[src/rtl/mem_access_unit.sv]
// MEM stage: data memory handshake with wait/timeout FSM,
// branch resolution and MEM/WB pipeline register.
// Optional feature: MEM_ALIGN_CHECK_EN (misaligned access trap).
module mem_access_unit #(
    parameter int TIMEOUT_CYCLES = 16
) (
    input  logic        clk,
    input  logic        reset_n,
    input  logic        MEM_RegWrite,
    input  logic        MEM_MemtoReg,
    input  logic        MEM_MemRead,
    input  logic        MEM_MemWrite,
    input  logic        MEM_Branch,
    input  logic [31:0] MEM_BranchAddr,
    input  logic        MEM_Zero,
    input  logic [31:0] MEM_ALUResult,
    input  logic [31:0] MEM_ReadData2,
    input  logic [4:0]  MEM_WriteReg,
    output logic        dmem_req,
    output logic        dmem_we,
    output logic [31:0] dmem_addr,
    output logic [31:0] dmem_wdata,
    input  logic [31:0] dmem_rdata,
    input  logic        dmem_ack,
    output logic        mem_stall,
    output logic        PCSrc,
    output logic [31:0] BranchTarget,
    output logic        flush_out,
    output logic        WB_RegWrite,
    output logic        WB_MemtoReg,
    output logic [31:0] WB_ReadData,
    output logic [31:0] WB_ALUResult,
    output logic [4:0]  WB_WriteReg,
    output logic        bus_err
`ifdef MEM_ALIGN_CHECK_EN
    ,
    output logic        align_err
`endif
);

    typedef enum logic {IDLE, WAIT} state_t;

    localparam logic [7:0] CNT_LAST = 8'(TIMEOUT_CYCLES - 1);

    state_t     state;
    logic [7:0] wait_cnt;
    logic       access;
    logic       misaligned;
    logic       acc_ok;
    logic       timeout_now;
    logic       rd_done;

    assign access = MEM_MemRead | MEM_MemWrite;

`ifdef MEM_ALIGN_CHECK_EN
    assign misaligned = access & (MEM_ALUResult[1:0] != 2'b00);
`else
    assign misaligned = 1'b0;
`endif

    assign acc_ok = access & ~misaligned;

    assign dmem_req   = ((state == IDLE) & acc_ok) | (state == WAIT);
    assign dmem_we    = MEM_MemWrite;
    assign dmem_addr  = MEM_ALUResult;
    assign dmem_wdata = MEM_ReadData2;

    assign timeout_now = (state == WAIT) & ~dmem_ack
                       & (wait_cnt == CNT_LAST);

    assign mem_stall = dmem_req & ~dmem_ack & ~timeout_now;

    // read+write together is a write, so no load data captured
    assign rd_done = dmem_req & dmem_ack
                   & MEM_MemRead & ~MEM_MemWrite;

    assign PCSrc        = MEM_Branch & MEM_Zero;
    assign BranchTarget = MEM_BranchAddr;
    assign flush_out    = PCSrc;

    // Handshake FSM: wait counter and sticky timeout flag
    always_ff @(posedge clk or negedge reset_n) begin
        if (!reset_n) begin
            state    <= IDLE;
            wait_cnt <= 8'd0;
            bus_err  <= 1'b0;
        end else begin
            case (state)
                IDLE: begin
                    if (acc_ok && !dmem_ack) begin
                        state    <= WAIT;
                        wait_cnt <= 8'd1;
                    end
                end
                WAIT: begin
                    if (dmem_ack) begin
                        state    <= IDLE;
                        wait_cnt <= 8'd0;
                    end else if (timeout_now) begin
                        state    <= IDLE;
                        wait_cnt <= 8'd0;
                        bus_err  <= 1'b1;
                    end else begin
                        wait_cnt <= wait_cnt + 8'd1;
                    end
                end
                default: begin
                    state    <= IDLE;
                    wait_cnt <= 8'd0;
                end
            endcase
        end
    end

`ifdef MEM_ALIGN_CHECK_EN
    // Sticky misaligned-access flag
    always_ff @(posedge clk or negedge reset_n) begin
        if (!reset_n) begin
            align_err <= 1'b0;
        end else if (misaligned) begin
            align_err <= 1'b1;
        end
    end
`endif

    // MEM/WB register: advance, or bubble on stall/abort
    always_ff @(posedge clk or negedge reset_n) begin
        if (!reset_n) begin
            WB_RegWrite  <= 1'b0;
            WB_MemtoReg  <= 1'b0;
            WB_ReadData  <= 32'd0;
            WB_ALUResult <= 32'd0;
            WB_WriteReg  <= 5'd0;
        end else if (mem_stall) begin
            WB_RegWrite <= 1'b0;
            WB_MemtoReg <= 1'b0;
        end else if (timeout_now || misaligned) begin
            WB_RegWrite  <= 1'b0;
            WB_MemtoReg  <= 1'b0;
            WB_ALUResult <= MEM_ALUResult;
            WB_WriteReg  <= MEM_WriteReg;
        end else begin
            WB_RegWrite  <= MEM_RegWrite;
            WB_MemtoReg  <= MEM_MemtoReg;
            WB_ALUResult <= MEM_ALUResult;
            WB_WriteReg  <= MEM_WriteReg;
            if (rd_done) begin
                WB_ReadData <= dmem_rdata;
            end
        end
    end

endmodule

[config.mk]
export PLATFORM = sky130hd
export DESIGN_NAME = mem_access_unit
export DESIGN_NICKNAME = d
export VERILOG_FILES = /design/src/rtl/mem_access_unit.sv
export SDC_FILE = /design/constraint.sdc
export NUM_CORES = 1
export LEC_CHECK = 0
export CAP_MARGIN = 10
export CORE_AREA = 2 2 123 125
export CTS_CLUSTER_SIZE = 28
export DETAILED_ROUTE_END_ITERATION = 6
export DIE_AREA = 0 0 125 127
export PLACE_DENSITY = 0.69
export RECOVER_POWER = 50
export SLEW_MARGIN = 10
export SYNTH_ARGS = -nofsm -noshare
export SYNTH_HDL_FRONTEND = slang
export SYNTH_SLANG_ARGS = --single-unit
[constraint.sdc]
create_clock -name clk -period 2.7 [get_ports clk]
set_input_delay 0.405 -clock clk [delete_from_list [all_inputs] [get_ports clk]]
set_output_delay 0.405 -clock clk [all_outputs]
set_load 0.005 [all_outputs]
# Word level (Yosys, flattened, before mapping)

Index checks and enable logic that the tools add are counted.

$add $sub $neg: 1
Eq/ne operators: 2
Muxes and demuxes: 12
Bitwise operators: 16
Reduce and logical (&&, ||, !) cells: 4

Operators with widths:

| kind                                           | count |
|---|---|
| two-way mux 8 bit                              | 3 |
| case mux 8 bit (2 select lines)                | 1 |
| bitwise AND 1 bit                              | 9 |
| adder 8 x 1 -> 8 bit (second input constant)   | 1 |
| == test 8 x 4 -> 1 bit (second input constant) | 1 |
| two-way mux 1 bit                              | 7 |
| AND reduction 3 bit                            | 2 |
| NOT 1 bit                                      | 5 |
| != test 2 x 1 -> 1 bit (second input constant) | 1 |
| bitwise OR 1 bit                               | 2 |
| case mux 1 bit (2 select lines)                | 1 |
| logical AND 1 bit                              | 1 |
| logical NOT 1 bit                              | 1 |

Bits in registers: 81
Bits of input ports: 142
Output and inout port bits: 173
Logic and storage cells: 43

# Longest topological paths before layout

Depth in word-level cells: 7
Mapped depth: 7
Depth with buffers taken out: 5

# Worst setup path after synthesis

Ideal clock, no wire load.

Kind: register to register
From: reg wait_cnt[0]
To: reg WB_ALUResult[12]
Library setup time: 0.125 ns
Arrival time: 1.792 ns
Data required time: 2.575 ns
Setup slack: 0.783 ns
Cell stages (with the launch flop): 8
Path buffers: 2
Period minus slack after synthesis: 1.917 ns
Path through: dfrtp_1 -> ha_1 -> and3_1 -> and2_1 -> a21boi_1 -> buf_6 -> buf_6 -> mux2_4

Cells in the longest elaborated chain, start to end: 4

RTL lines:

| element                  | RTL line | source |
|---|---|---|
| start: declaration       | 46       | `logic [7:0] wait_cnt;` |
| start signal: assignment | 104      | `wait_cnt <= wait_cnt + 8'd1;` |
| == test 8 x 4 -> 1 bit   | 69       | `& (wait_cnt == CNT_LAST);` |
| bitwise AND 1 bit        | 69       |  |
| NOT 1 bit (no line)      | n/a      |  |
| bitwise AND 1 bit        | 71       | `assign mem_stall = dmem_req & ~dmem_ack & ~timeout_now;` |
| end signal: assignment   | 140      | `WB_ALUResult <= MEM_ALUResult;` |
| end signal: assignment   | 145      | `WB_ALUResult <= MEM_ALUResult;` |
| end: declaration         | 32       | `output logic [31:0] WB_ALUResult,` |

Every way passes these cells.
A chain may end at the register's enable or synchronous reset.

# Worst setup path in the final report

From: in MEM_MemWrite
To: out mem_stall

Cells in the longest elaborated chain, start to end: 5

RTL lines:

| element                         | RTL line | source |
|---|---|---|
| start: declaration              | 12       | `input logic MEM_MemWrite,` |
| bitwise OR 1 bit                | 53       | `assign access = MEM_MemRead \| MEM_MemWrite;` |
| bitwise AND 1 bit               | 63       | `assign dmem_req = ((state == IDLE) & acc_ok) \| (state == WAIT);` |
| bitwise OR 1 bit                | 63       |  |
| bitwise AND 1 bit (2 in series) | 71       |  |
| end: declaration                | 25       | `output logic mem_stall,` |

Every way passes these cells.

==> metrics.txt <==
largest net degree at the start of global routing=82; outcome=finished with violations; Worst Skew=0.00562 ns; Slew @ Worst Pin=2.03 ns; DR pass1 iterations=4; Die W=125 um; Final min period=2.38 ns; Post-DP HPWL=7.13 mm; final wirelength=9.57 mm; TritonCTS clock tree=yes; multiplexer share of the synthesized area=21.4%; Clock Pin Slew Worst Setup and Hold Paths=0.06 ns; first-pass GRT wire length=14.9 mm; RSZ-0062 raised after global routing=false; FMAX=421 MHz; DR iter-0 viols=101; Skew-Pair Late Insertion Delay=0.34 ns; final worst-path cycle share=88.0%; Post-Synth XOR/XNOR Area=0.442%; Layout area overhead=41.1%; GPL Wtd Cong=0.717; critical path class=input port to output pin; # setup viols final=0; initial core utilization=27.5%; Remaining Overflow, GRT=0; worst reg-to-reg setup slack=0.43 ns; vias in the first global route=2823; slowest cell delay on critical path=0.56 ns; # H-tree levels=3; GRT Util Overall=12.1%; vias=2545; Clock Power Share=34.7%; Logic pwr share=22.7%; family with the most delay on the worst path=buffers and inverters; net count after synthesis=445; Max-cap violations=1; initial antenna violation count=1; sequential share of power=42.6%; Synth Area in Compound Gates=3.22%; total negative setup slack=0 ns; critical path cell sequence=dlygate4sd3_1 > or3_1 > and2_0 > a21boi_4 > dlymetal6s2s_1; DRC=0; commonest cells after routing, fill and taps aside=176 x clkdlybuf4s50_1, 81 x dfrtp_1, 50 x mux2_2; post-route antenna net violation count=0; failing checks=capacitance limit, slew limit; Net Sw Frac=23.6%; layout cells sized above 1=21.9%; WP data arrival=1.97 ns; IO Pins=315; Synth Area in Adders=0.316%; # fillers=1390; slew margin rel.=-35.5%; LEAKAGE=0.00233 uW; Synth Instances=302; sequential-to-total area share from yosys stat=51.2%; Peak VDD IR=327 uV; slowest CP cell=dlygate4sd3_1; Post-Syn Area=3960 um2; height of the chip=127 um; Cell Rows=44; flops & latches, synth=81; DR WL/cell=16.3 um; Hold Vio Cnt, Final=0; PD cells=618 nW/um2; internal cell power=2640 uW; hold crit path type=register to register; yosys warns=0; worst path required time=2.30 ns; share of Yosys cell area claimed by the top area cell type=51.2%; commonest non-fill, non-tap cell in the layout=clkdlybuf4s50_1; Layout Nets=540; largest area contributor in the netlist=dfrtp_1; Psw=814 uW; post-synthesis cell type count=34; Worst Path Max Fanout=5; die area=15900 um2; via/cell ratio=4.34; crit path buf inv count=2; CTS buffer count=9; clock net sink count=81; Power, Total=3460 uW; I/O Buffers=186; Slew Limit Fails=82; clock root buffer=clkbuf_16; main combinational cell family by area after synthesis=multiplexers; Post-Syn Area per Cell=13.1 um2; critical path launch point type=input port; CTS max path bufs=2; core area=14400 um2; simple-gate area share of the yosys netlist=3.48%; Crit. End Element=output pin; leading post-synthesis cells by cell area=dfrtp_1 51%, buf_4 19%, mux2_2 14%
[cell families (layout without fill, tap and decap cells)]
kind of cell	count (synthesis)	in the layout
AO/OA/AOI/OAI	19	19
adder cells (fa/ha/maj)	1	1
multiplexers	69	69
AND/OR/NAND/NOR	24	24
buffers and inverters	106	205
XOR/XNOR	2	2
flip-flops	81	81
other	0	1
[final timing paths]
| path | startpoint | end | depth (start not counted) |
|---|---|---|---|
| setup reg to reg | wait_cnt[0] | WB_ALUResult[2] | 7 |
| min in group asynchronous | reset_n | WB_ReadData[16] | 1 |
| hold / removal | bus_err | bus_err | 1 |
| setup / recovery | MEM_MemWrite | mem_stall | 5 |
| hold reg to reg | bus_err | bus_err | 1 |
| max in group asynchronous | reset_n | wait_cnt[5] | 1 |
[worst register-to-register path: stages (launching register included)]
cell,delay (ns)
dfrtp_1,0.42
ha_1,0.25
and3_1,0.19
and2_0,0.26
a21boi_4,0.25
buf_4,0.15
buf_12,0.24
mux2_2,0.41
[flip-flops by register name, indices dropped and copies added, names as in the netlist]
name	cells
WB_WriteReg	5
WB_RegWrite	1
bus_err	1
WB_MemtoReg	1
WB_ReadData	32
wait_cnt	8
WB_ALUResult	32
state	1
[Yosys cell counts (all sizes together)]
master / count
a21oi: 2
clkbuf: 2
o21a: 3
nand3b: 1
o41ai: 1
a31oi: 2
buf: 103
a22o: 2
xnor2: 2
nand2: 5
a41oi: 1
nor4: 1
nor3: 1
and2: 3
mux2: 69
nand4: 1
a21boi: 2
or3: 1
inv: 1
o21ai: 5
nor2: 1
nor2b: 3
nand2b: 1
ha: 1
nand3: 4
and3: 2
a21o: 1
dfrtp: 81
[per-layer routing]
metal	track usage, %	routed length [um]
met1	11.8	3320
met3	5.61	1130
met5	0	0
met4	6.60	283
met2	21.2	4840
[through the flow]
stage / hold WS (ns) / instance area, um2 / utilization (%) / instances / setup WS [ns]
after global routing: 0.504 / 5590 / 38.7 / 586 / 0.244
after global placement: 0.456 / 5300 / 36.8 / 569 / 0.234
after CTS: 0.284 / 5590 / 38.7 / 584 / 0.0106
after floorplan: 0.109 / 3960 / - / 302 / 0.783
after detailed placement: 0.490 / 5300 / 36.8 / 569 / 0.221
final: 0.493 / 5590 / 38.7 / 586 / 0.323
[power groups by stage]
stage          sequential (uW)  combinational (uW)  clock, uW
5_1_grt                   1500                 842       1300
3_3_place_gp              1480                 789          0
2_1_floorplan             1490                 340          0
4_1_cts                   1470                 806       1250
6_report                  1470                 784       1200
3_5_place_dp              1490                 800          0
[layout make-up]
class	instances	area [um2]	share of cell area (%)
Clock inverter	5	57.6	1.03
Clock buffer	10	229	4.10
Inverter	1	3.75	0.0672
Sequential cell	81	2030	36.3
Timing Repair Buffer	189	1890	33.8
Multi-Input combinational cell	115	1150	20.5
Antenna cell	1	2.50	0.0448
Tap cell	184	230	4.12
[repair_timing]
action                                  CTS  global route
endpoints found under the hold margin     0             0
buffers inserted                          0             1
resized for setup                         0             2
pin swaps                                 1             1
hold buffers                              0             0
endpoints found under the setup margin    1             1
cloned                                    0             0
(Power assumes the default switching activity.)
